--- src/rtl/pdecoder_grant_2x4_pkg.sv ---
// Shared state encoding and default parameters for the priority-grant decoder.
package pdecoder_grant_2x4_pkg;

    localparam int unsigned CODE_W_DEF   = 2;
    localparam int unsigned MAX_HOLD_DEF = 8;

    typedef enum logic [1:0] {
        S_IDLE  = 2'd0,
        S_GRANT = 2'd1,
        S_GAP   = 2'd2
    } state_e;

endpackage

--- src/rtl/decoder_onehot.sv ---
// Combinational index-to-one-hot decoder with enable; all zeros when disabled.
module decoder_onehot
    import pdecoder_grant_2x4_pkg::*;
#(
    parameter int unsigned CODE_W = CODE_W_DEF
) (
    input  logic [CODE_W-1:0]      code,
    input  logic                   en,
    output logic [2**CODE_W-1:0]   onehot_c
);

    localparam int unsigned GW = 2**CODE_W;

    always_comb begin
        onehot_c = '0;
        if (en) begin
            onehot_c = GW'(1) << code;
        end
    end

endmodule

--- src/rtl/pdecoder_grant_2x4.sv ---
// Registered priority-grant decoder: captures an encoded index, holds a one-hot
// grant until done or hold timeout, then inserts a one-cycle gap.
module pdecoder_grant_2x4
    import pdecoder_grant_2x4_pkg::*;
#(
    parameter int unsigned CODE_W   = CODE_W_DEF,
    parameter int unsigned MAX_HOLD = MAX_HOLD_DEF
) (
    input  logic                  clk,
    input  logic                  rst_n,
    input  logic [CODE_W-1:0]     Q_in,
    input  logic                  v_in,
    input  logic                  done,
    output logic [2**CODE_W-1:0]  grant,
    output logic                  busy,
    output logic                  timeout
);

    localparam int unsigned GW    = 2**CODE_W;
    localparam int unsigned CNT_W = (MAX_HOLD > 1) ? $clog2(MAX_HOLD) : 1;
    localparam logic [CNT_W-1:0] CNT_LOAD = CNT_W'(MAX_HOLD - 1);

    state_e              state_q, state_d;
    logic [CNT_W-1:0]    cnt_q, cnt_d;
    logic [CODE_W-1:0]   idx_q, idx_d;
    logic                timeout_d;
    logic [CODE_W-1:0]   dec_code;
    logic                dec_en;
    logic [GW-1:0]       dec_onehot_c;

    decoder_onehot #(.CODE_W(CODE_W)) u_dec (
        .code     (dec_code),
        .en       (dec_en),
        .onehot_c (dec_onehot_c)
    );

    // Next-state, hold counter and next-output logic
    always_comb begin
        state_d   = state_q;
        cnt_d     = cnt_q;
        idx_d     = idx_q;
        timeout_d = 1'b0;
        dec_code  = idx_q;
        dec_en    = 1'b0;
        case (state_q)
            S_IDLE: begin
                if (v_in) begin
                    state_d  = S_GRANT;
                    idx_d    = Q_in;
                    dec_code = Q_in;
                    dec_en   = 1'b1;
                    cnt_d    = CNT_LOAD;
                end
            end
            S_GRANT: begin
                if (done) begin
                    state_d = S_GAP;
                end else if (cnt_q == '0) begin
                    state_d   = S_GAP;
                    timeout_d = 1'b1;
                end else begin
                    cnt_d  = cnt_q - CNT_W'(1);
                    dec_en = 1'b1;
                end
            end
            S_GAP: begin
                state_d = S_IDLE;
            end
            default: begin
                state_d = S_IDLE;
            end
        endcase
    end

    always_ff @(posedge clk or negedge rst_n) begin
        if (!rst_n) begin
            state_q <= S_IDLE;
            cnt_q   <= '0;
            idx_q   <= '0;
            grant   <= '0;
            busy    <= 1'b0;
            timeout <= 1'b0;
        end else begin
            state_q <= state_d;
            cnt_q   <= cnt_d;
            idx_q   <= idx_d;
            grant   <= dec_onehot_c;
            busy    <= (state_d != S_IDLE);
            timeout <= timeout_d;
        end
    end

endmodule
--- config.mk ---
export PLATFORM = sky130hd
export DESIGN_NAME = pdecoder_grant_2x4
export DESIGN_NICKNAME = d
export VERILOG_FILES = /design/src/rtl/pdecoder_grant_2x4_pkg.sv /design/src/rtl/decoder_onehot.sv /design/src/rtl/pdecoder_grant_2x4.sv
export SDC_FILE = /design/constraint.sdc
export NUM_CORES = 1
export LEC_CHECK = 0
export CORE_AREA = 2 2 39 41
export DETAILED_ROUTE_END_ITERATION = 6
export DIE_AREA = 0 0 41 43
export GPL_TIMING_DRIVEN = 0
export PLACE_DENSITY_LB_ADDON = 0.25
export SKIP_CTS_REPAIR_TIMING = 1
export SYNTH_ARGS = -nofsm -noshare
export SYNTH_HDL_FRONTEND = slang
export SYNTH_HIERARCHICAL = 1
export SYNTH_SLANG_ARGS = --single-unit
--- constraint.sdc ---
create_clock -name clk -period 2.22 [get_ports clk]
set_clock_uncertainty 0.2 [all_clocks]
set_input_delay 0.222 -clock clk [delete_from_list [all_inputs] [get_ports clk]]
set_output_delay 0.222 -clock clk [all_outputs]
set_load 0.01 [all_outputs]
==> impl_metrics.yaml <==
outcome:
  status: "complete, no violations"
timing:
  finalCriticalPeriod_ns: 1.77
  max_freq_mhz: 564
  setup_tns_ns: 0
  slew_headroom_pct: 60.8
  rsz0062_at_grt: "no"
  timing.final.ws_setup_ns: 0.448
  finalMaxSlewViolations: 0
  worst_pin_slew_ns: 0.586
  setup_viol: 0
  hold_viol: 0
  min_period_over_period_pct: 79.8
synth:
  synthDistinctLibCells: 21
  yosysSeqAreaShare_pct: 57.9
  yosys_warnings: 6
  synth_cells: 45
  syn_nets: 53
  avgSynthCellArea_sq_um: 12.5
  netlist_area_sq_um: 562
  ys_ff_latch: 13
cts:
  cts-buffers-inserted: 3
  clockRootBuffer: "clkbuf_4"
  htreeDepth: 1
  clockBufferDepth: 2
  cts_tree: "yes"
  clk_latency_ns: 0.27
  clk_pin_slew_ns: 0.08
  clock-sinks: 13
final_layout:
  drive_above_1_share_pct: 15.0
  fin_area_sq_um: 718
  area_growth_pct: 27.8
  fin_util_pct: 51.9
  diodes: 0
  num-nets-final: 69
pwr:
  totalPowerFinal_uw: 698
  seqPwrFrac_pct: 47.6
  p_sw_share_pct: 30.2
  leakage_uw: 0.000318
  switching_power_uw: 211
  p_comb_share_pct: 32.2
  clock_power_share_pct: 20.1
  p_per_area_nw_per_um2: 972
  ir_drop_v: 0.000376
  p_int_uw: 487
setup_path:
  rr_worst_depth: 4
  cp-end-kind: "register"
  r2r_slack_ns: 0.45
  cp.required_ns: 2.18
  endpoint: "grant[3]"
  cp-start-kind: "register"
  startpoint: "state_q[0]"
  worst_r2r_startpoint: "state_q[0]"
  arrival_ns: 1.73
  worst-setup-path-type: "register to register"
  critPathMaxFanout: 6
  reg2reg_to: "grant[3]"
placement:
  post-place-ws_ns: 0.266
  hpwl_um: 751
  io_buffers: 11
  place_congestion: 0.638
  dpl_cell_area_sq_um: 692
floorplanning:
  die_w_um: 41
  core_sq_um: 1380
  fp.dieH_um: 43
  rows: 14
  initial_core_util_pct: 40.6
  dieArea_sq_um: 1760
  boundaryPins: 12
grt:
  grt-ovfl-total: 0
  grt_start_max_net_pins: 14
  grt_pass1_vias: 397
  grtUsageTotal_pct: 14.2
  grt_pass1_wl_um: 1640
  grt_antenna_before_repair: 0
hold_path:
  hold_path.class: "input port to asynchronous set/reset pin"
drt:
  via_per_inst: 5.04
  routed_wl_um: 982
  wl_per_cell_um: 12.9
  drc: 0
  drtPass1Iterations: 3
  drtIter0Drc: 2
  detail-route-antenna-nets: 0
  num_vias: 383
job:
  max-cap-violations: 0
## worst max-delay path: stages, from the launching register on
cell and delay (ns):
dfrtp_1 0.45, nand2b_1 0.21, nor2_1 0.20, mux2_2 0.41
and3_2 0.20
## worst min-delay path by stage
stage	start	endpoint	cells past startpoint
after CTS	rst_n	busy	1
after global routing	rst_n	busy	1
after detailed placement	state_q[1]	state_q[0]	1
after floorplan	rst_n	busy	0
final	rst_n	busy	1
after global placement	state_q[1]	state_q[0]	1
## registers in the layout, indices dropped and copies added (netlist names)
name,cells
grant,4
cnt_q,3
idx_q,2
state_q,2
busy,1
timeout,1
## stage by stage
stage / cells / hold WS, ns
5_1_grt: 76 / 0.155
3_3_place_gp: 72 / 0.273
6_report: 76 / 0.121
2_1_floorplan: 45 / -0.274
4_1_cts: 76 / 0.135
3_5_place_dp: 72 / 0.280
## power groups by stage
stage	combinational [uW]	sequential [uW]	clock [uW]
after global routing	253	340	164
after detailed placement	226	338	0
after global placement	221	333	0
after CTS	227	333	148
after floorplan	133	340	0
final	225	333	141
## cell type report
class | instances | area [sq um]
fill | 128 | 666
sequential | 13 | 325
multi-input combinational | 30 | 229
timing repair buffer | 11 | 110
clock buffer | 4 | 26.3
tap | 16 | 20.0
inverter | 2 | 7.51
## placed cells by master, fill, tap and decap left out, drive strengths merged
cell type      Yosys  routed
a21oi              2       2
a311oi             2       2
and2b              1       1
and3               1       1
and3b              2       2
clkbuf             0       4
clkdlybuf4s50      0      11
dfrtp             13      13
ha                 2       2
inv                2       2
mux2               2       2
nand2b             5       5
nand3b             2       2
nor2               3       3
nor2b              1       1
nor3               1       1
nor3b              1       1
nor4               1       1
nor4b              1       1
o21ai              1       1
o21ba              1       1
or4                1       1
## cells by family after synthesis
kind of cell	count (synthesis)	synth area share, %
adders and majority gates	2	4.45
muxes	2	4.01
AOI/OAI and AO/OA	6	7.57
DFF	13	57.9
buffers and inverters	2	1.34
and+or+nand+nor	20	24.7
## Yosys cell counts
cell       n  area share (%)
dfrtp_1   13              58
nand2b_1   4             4.5
nor2_1     3             2.0
a21oi_1    2             1.8
a311oi_1   2             3.1
and3b_1    2             3.1
ha_1       2             4.5
inv_1      2             1.3
mux2_2     2             4.0
nand3b_1   2             2.7
and2b_1    1             1.3
and3_2     1             1.3
nand2b_2   1             1.6
nor2b_1    1             1.1
nor3_1     1            0.89
nor3b_2    1             2.2
nor4_1     1             1.1
nor4b_1    1             1.6
o21ai_0    1            0.89
o21ba_2    1             1.8
or4_1      1             1.3
## routing by layer
metal  vias to the layer above  GRT usage (%)  wire length [um]
li1                        191              -                 -
met1                       184           17.0               426
met2                         8           21.3               496
met3                         0           4.71                58
met4                         0           8.00                 0
met5                         -              0                 0
Note: power is estimated with default switching activity, not from simulation.
==> edit 1: new RTL, config.mk and constraints unchanged <==
Change the package constant `MAX_HOLD_DEF` from 8 to 16.
--- a/src/rtl/pdecoder_grant_2x4_pkg.sv
+++ b/src/rtl/pdecoder_grant_2x4_pkg.sv
@@ -2,7 +2,7 @@
 package pdecoder_grant_2x4_pkg;
 
     localparam int unsigned CODE_W_DEF   = 2;
-    localparam int unsigned MAX_HOLD_DEF = 8;
+    localparam int unsigned MAX_HOLD_DEF = 16;
 
     typedef enum logic [1:0] {
         S_IDLE  = 2'd0,
Check against the original RTL: not equivalent (Yosys sat finds a counterexample within 10 cycles, from zero or initial values and one cycle with rst_n low).
==> edit 1 against the original RTL <==
  * Area after synthesis up 5.6%
  * Power fell by 1.1%
  * Largest cell class unchanged
  * Count of clock-buffer cells in the layout is 1 lower
  * Routed wire length down 2.5%
  * Final area is 3.8% higher
  * Combinational power decreased by 7%
  * Sequential cell count increased by 1
  * Sequential share of layout area increased by 1.7 points
  * Final cell count up 1.3%
  * Worst setup slack got worse by 310 ps
  * Highest routed layer is now met4
  * Non-clock buffer count did not move
==> edit 1: results (changes against the original RTL) <==
Yosys
  • Count of cell types in the netlist: 23 (+9.5%)
  • Part of the Yosys area used for sequential elements: 0.591 (+0.0117)
  • Leading post-synthesis cells by cell area: sky130_fd_sc_hd__dfrtp_1 59%, sky130_fd_sc_hd__mux2_2 3.8%, sky130_fd_sc_hd__mux2i_1 3.4%, sky130_fd_sc_hd__nor2_1 3.2%, sky130_fd_sc_hd__and3b_1 3.0%
  • Most numerous cell types in the synthesized netlist: 14 x sky130_fd_sc_hd__dfrtp_1, 5 x sky130_fd_sc_hd__nor2_1, 3 x sky130_fd_sc_hd__inv_1
  • Synth warnings: 6 (unchanged)
  • Net count of the mapped netlist: 54 (+1.9%)

Worst setup path
  • Register-to-register setup slack: 160 ps (-290 ps)
  • Count of cells along the worst register-to-register path: 3 (-1)
  • Max Fanout on Critical Path: 7 (+1)
  • Endpoint arrival time on the critical path: 2050 ps (+320 ps)
  • Largest stage delay on the critical path: 670 ps (+220 ps)
  • RR Startpoint: state_q[0]
  • CP max-delay cell: sky130_fd_sc_hd__nor3b_1

STA
  • Post-route worst hold slack: 135 ps (+14.2 ps)
  • Post-route setup TNS: 0 ps (unchanged)
  • Transition time at the pin with the least slew margin: 791 ps (+205 ps)

Placement
  • Final estimated routing congestion in global placement: 0.640 (+0.20%)
  • Placed wire-length estimate: 698 um (-7.0%)
  • Post-DP Area: 723 um^2 (+4.5%)
  • Number of buffers added on ports: 11 (unchanged)
  • Worst Setup Slack post-DPL: -171 ps (-437 ps)

Clock tree
  • TritonCTS Buffers: 3 (unchanged)
  • Reg clk slew, reported paths: 70 ps
  • Clock root cell: sky130_fd_sc_hd__clkbuf_4
  • H-tree depth: 1 (unchanged)

Power
  • Switch Pwr: 0.000195 W (-7.5%)
  • Worst IR Drop VDD: 462 uV (+23%)
  • Static Leak: 0.331 nW (+4.2%)

Final layout
  • Nets: 70 (+1.4%)
  • Number of inserted filler cells in the final layout: 122 (-4.7%)
  • Final design area excluding fillers: 746 um^2 (+3.8%)
  • Leading registers by flop count: cnt_q: 4 flops, grant: 4 flops
  • Fraction of final layout cells sized beyond drive strength 1: 0.180 (+0.0303)

Status
  • Run status: finished clean

Global route
  • Wire length of the first global-routing pass: 1580 um (-3.4%)
  • Largest net degree at the start of global routing: 15 (+1)
  • Global Route met1 Usage: 0.178 (+0.00801)
  • Remaining global-route overflow: 0 (unchanged)
  • Met2 routing resource usage after global routing: 0.188 (-0.0250)
  • GR Layer Usage met3: 0.0314 (-0.0157)
  • Vias in the first global route: 382 (-3.8%)
  • Total routing resource utilization after global routing: 0.136 (-0.00585)

Drt
  • First-pass iteration count of the detailed router: 1 (-2)
  • Post-detailed-route via-to-cell ratio: 4.96 (-1.6%)
  • Number of DRC violations after detailed-routing iteration 0: 0 (-2)
  • Routed wirelength normalized by instance count: 12.4 um (-3.8%)
edit 1: changes by cell type in the layout (fill, tap and decap cells not counted), moves of 2 or more:
cell / delta
sky130_fd_sc_hd__nand2b_1: -4
sky130_fd_sc_hd__a311oi_1: -2
sky130_fd_sc_hd__mux2i_1: +2
sky130_fd_sc_hd__nor2_1: +2
sky130_fd_sc_hd__nor3b_1: +2
sky130_fd_sc_hd__or2_2: +2
edit 1: logic make-up after synthesis:
family          after synthesis  synth area share
mux                           4            0.0717
flops                        14             0.591
simple gates                 20             0.234
buf+inv                       3            0.0190
compound gates                5            0.0633
fa+ha+maj                     1            0.0211
edit 1: metrics by stage:
step                power [W]  instances
CTS                  0.000704         77
global route         0.000744         77
detailed placement   0.000564         74
floorplan            0.000476         47
global placement     0.000558         74
finish               0.000691         77
edit 1: cell type report:
| type | instances | area share |
|---|---|---|
| clock buffer | 3 | 0.0302 |
| inverter | 3 | 0.0151 |
| multi-input combinational | 30 | 0.310 |
| sequential | 14 | 0.470 |
| tap | 16 | 0.0268 |
| timing repair buffer | 11 | 0.148 |
edit 1: how the worst max path moves through the flow:
stage | cells after the start | slack [ps] | from | end
2_1_floorplan | 3 | 390 | state_q[0] | grant[3]
3_3_place_gp | 4 | -190 | v_in | grant[3]
3_5_place_dp | 4 | -170 | v_in | grant[3]
4_1_cts | 4 | 120 | v_in | grant[3]
5_1_grt | 4 | 70 | v_in | grant[3]
6_report | 4 | 130 | v_in | grant[3]
edit 1: routing by layer:
layer,share of wire,vias up
met5,0,-
met4,0.015,0
met3,0.054,2
li1,-,195
met2,0.44,8
met1,0.49,177
edit 1: power by group through the flow:
stage | Clock, W | Sequential (W) | Combinational, W
3_5_place_dp | 0 | 0.000352 | 0.000212
4_1_cts | 0.000145 | 0.000346 | 0.000213
6_report | 0.000136 | 0.000345 | 0.000209
5_1_grt | 0.000157 | 0.000354 | 0.000233
3_3_place_gp | 0 | 0.000350 | 0.000208
2_1_floorplan | 0 | 0.000358 | 0.000118
edit 1: worst max-delay path, delay by kind of cell:
family	cells	cell delay, ps
AND/OR/NAND/NOR	2	870
buffers and inverters	1	500
multiplexers	1	460
==> edit 2: new RTL, same flow settings <==
Made on the original files. Reset style: synchronous (`rst_n`), changed in one clocked block.
--- a/src/rtl/pdecoder_grant_2x4.sv
+++ b/src/rtl/pdecoder_grant_2x4.sv
@@ -72,7 +72,7 @@
         endcase
     end
 
-    always_ff @(posedge clk or negedge rst_n) begin
+    always_ff @(posedge clk) begin
         if (!rst_n) begin
             state_q <= S_IDLE;
             cnt_q   <= '0;
Behaviour: differs if rst_n is asserted again (counterexample within 4 cycles, from zero or initial values and one cycle with rst_n low); with rst_n held inactive, the same outputs for 10 cycles.
==> edit 2 against the original RTL <==
  * Core utilization shrank 0.36 points
  * Area after synthesis shrank 0.89%
  * Via count grew 9.1%
  * Global-route usage is essentially flat
  * Worst setup slack lost 23 ps
  * Routed wire length shrank 6.9%
  * Sequential cell count is the same
  * Final cell count grew 9.2%
  * Final area shrank 0.70%
  * Sequential share of layout area shrank 8.8 points
  * Synthesized cell count grew 16%
  * Critical path type is now input port to register
  * Critical endpoint is now grant[3]
  * Largest cell class is now multi-input gates
  * Highest routed layer is now met4
Power is not compared: it rests on default switching activity, and its combinational part moved more than twofold at a synthesized area within 25%.
==> edit 2: results (changes against the original RTL) <==
Worst setup path
  • CP max-delay cell: sky130_fd_sc_hd__clkdlybuf4s50_1
  • Largest stage delay on the critical path: 500 ps (+50 ps)
  • Family of cells with the greatest summed delay on the critical path: simple AND/OR/NAND/NOR gates
  • Max Fanout on Critical Path: 5 (-1)
  • Register-to-register setup slack: 490 ps (+40 ps)
  • RR Startpoint: state_q[0]
  • Endpoint arrival time on the critical path: 1770 ps (+40 ps)
  • Destination of the worst register-to-register timing path: grant[3]

Yosys
  • Mux contribution to synthesized area: 0.0539 (+0.0138)
  • Adder-cell area share of the yosys netlist: 0.0449 (+0.000400)
  • Synth warnings: 6 (unchanged)
  • Count of cell types in the netlist: 23 (+9.5%)
  • Share of synthesized flip-flops with an asynchronous set or reset: 0 (-1.00)
  • Leading post-synthesis cells by cell area: sky130_fd_sc_hd__dfxtp_1 47%, sky130_fd_sc_hd__and2_1 6.7%, sky130_fd_sc_hd__mux2_4 5.4%, sky130_fd_sc_hd__ha_1 4.5%, sky130_fd_sc_hd__nor3b_4 3.4%
  • Most numerous cell types in the synthesized netlist: 13 x sky130_fd_sc_hd__dfxtp_1, 6 x sky130_fd_sc_hd__and2_1, 4 x sky130_fd_sc_hd__inv_1, 4 x sky130_fd_sc_hd__nor2_1
  • Part of the Yosys area used for sequential elements: 0.467 (-0.112)
  • Net count of the mapped netlist: 60 (+13%)
  • Synth Area in Compound Gates: 0.0966 (+0.0209)

Global route
  • Total routing resource utilization after global routing: 0.142 (+0.000155)
  • Met2 routing resource usage after global routing: 0.200 (-0.0125)
  • Vias in the first global route: 384 (-3.3%)
  • GR Layer Usage met3: 0.0785 (+0.0314)
  • Global Route met1 Usage: 0.153 (-0.0170)
  • Wire length of the first global-routing pass: 1590 um (-2.6%)
  • Largest net degree at the start of global routing: 11 (-3)

STA
  • Post-route worst hold slack: 272 ps (+151 ps)
  • Post-route setup TNS: 0 ps (unchanged)
  • Max-Slew Margin vs Limit: 0.770 (+0.162)

Hold path
  • Worst hold path type: register to register

Drt
  • Uppermost layer routed: met4
  • Routed length on met1: 400 um (-6.1%)
  • Number of DRC violations after detailed-routing iteration 0: 5 (+3)
  • WL met3: 45 um (-22%)
  • Total via count in the routed design: 418 (+9.1%)
  • Total Wirelength: 914 um (-6.9%)

Placement
  • Final estimated routing congestion in global placement: 0.638 (-0.13%)
  • Placed wire-length estimate: 651 um (-13%)
  • Worst Setup Slack post-DPL: 112 ps (-154 ps)

Final layout
  • Fraction of final layout cells sized beyond drive strength 1: 0.134 (-0.0157)
  • Number of inserted filler cells in the final layout: 134 (+4.7%)
  • Nets: 76 (+10%)
  • Leading registers by flop count: grant: 4 flops, cnt_q: 3 flops

Power
  • Worst IR Drop VDD: 271 uV

Status
  • Run status: finished clean
==> edit 2: worst max-delay path by stage <==
| stage | start | end | slack [ps] | cells past startpoint |
|---|---|---|---|---|
| floorplan | state_q[0] | grant[3] | 610 | 4 |
| global placement | v_in | grant[3] | 140 | 5 |
| detailed placement | v_in | grant[3] | 110 | 5 |
| CTS | v_in | grant[3] | 420 | 5 |
| global route | cnt_q[0] | grant[3] | 350 | 7 |
| finish | v_in | grant[3] | 420 | 5 |
==> edit 2: stage by stage <==
stage	std cells	instance area, um^2
3_5_place_dp	79	687
5_1_grt	83	713
6_report	83	713
4_1_cts	83	713
2_1_floorplan	52	557
3_3_place_gp	79	687
==> edit 2: final cells by class <==
type                            count  area [um^2]  share of cell area
Multi-Input combinational cell     35          282               0.395
Sequential cell                    13          260               0.365
Timing Repair Buffer               11          110               0.154
Clock buffer                        4         26.3              0.0368
Tap cell                           16         20.0              0.0281
Inverter                            4         15.0              0.0211
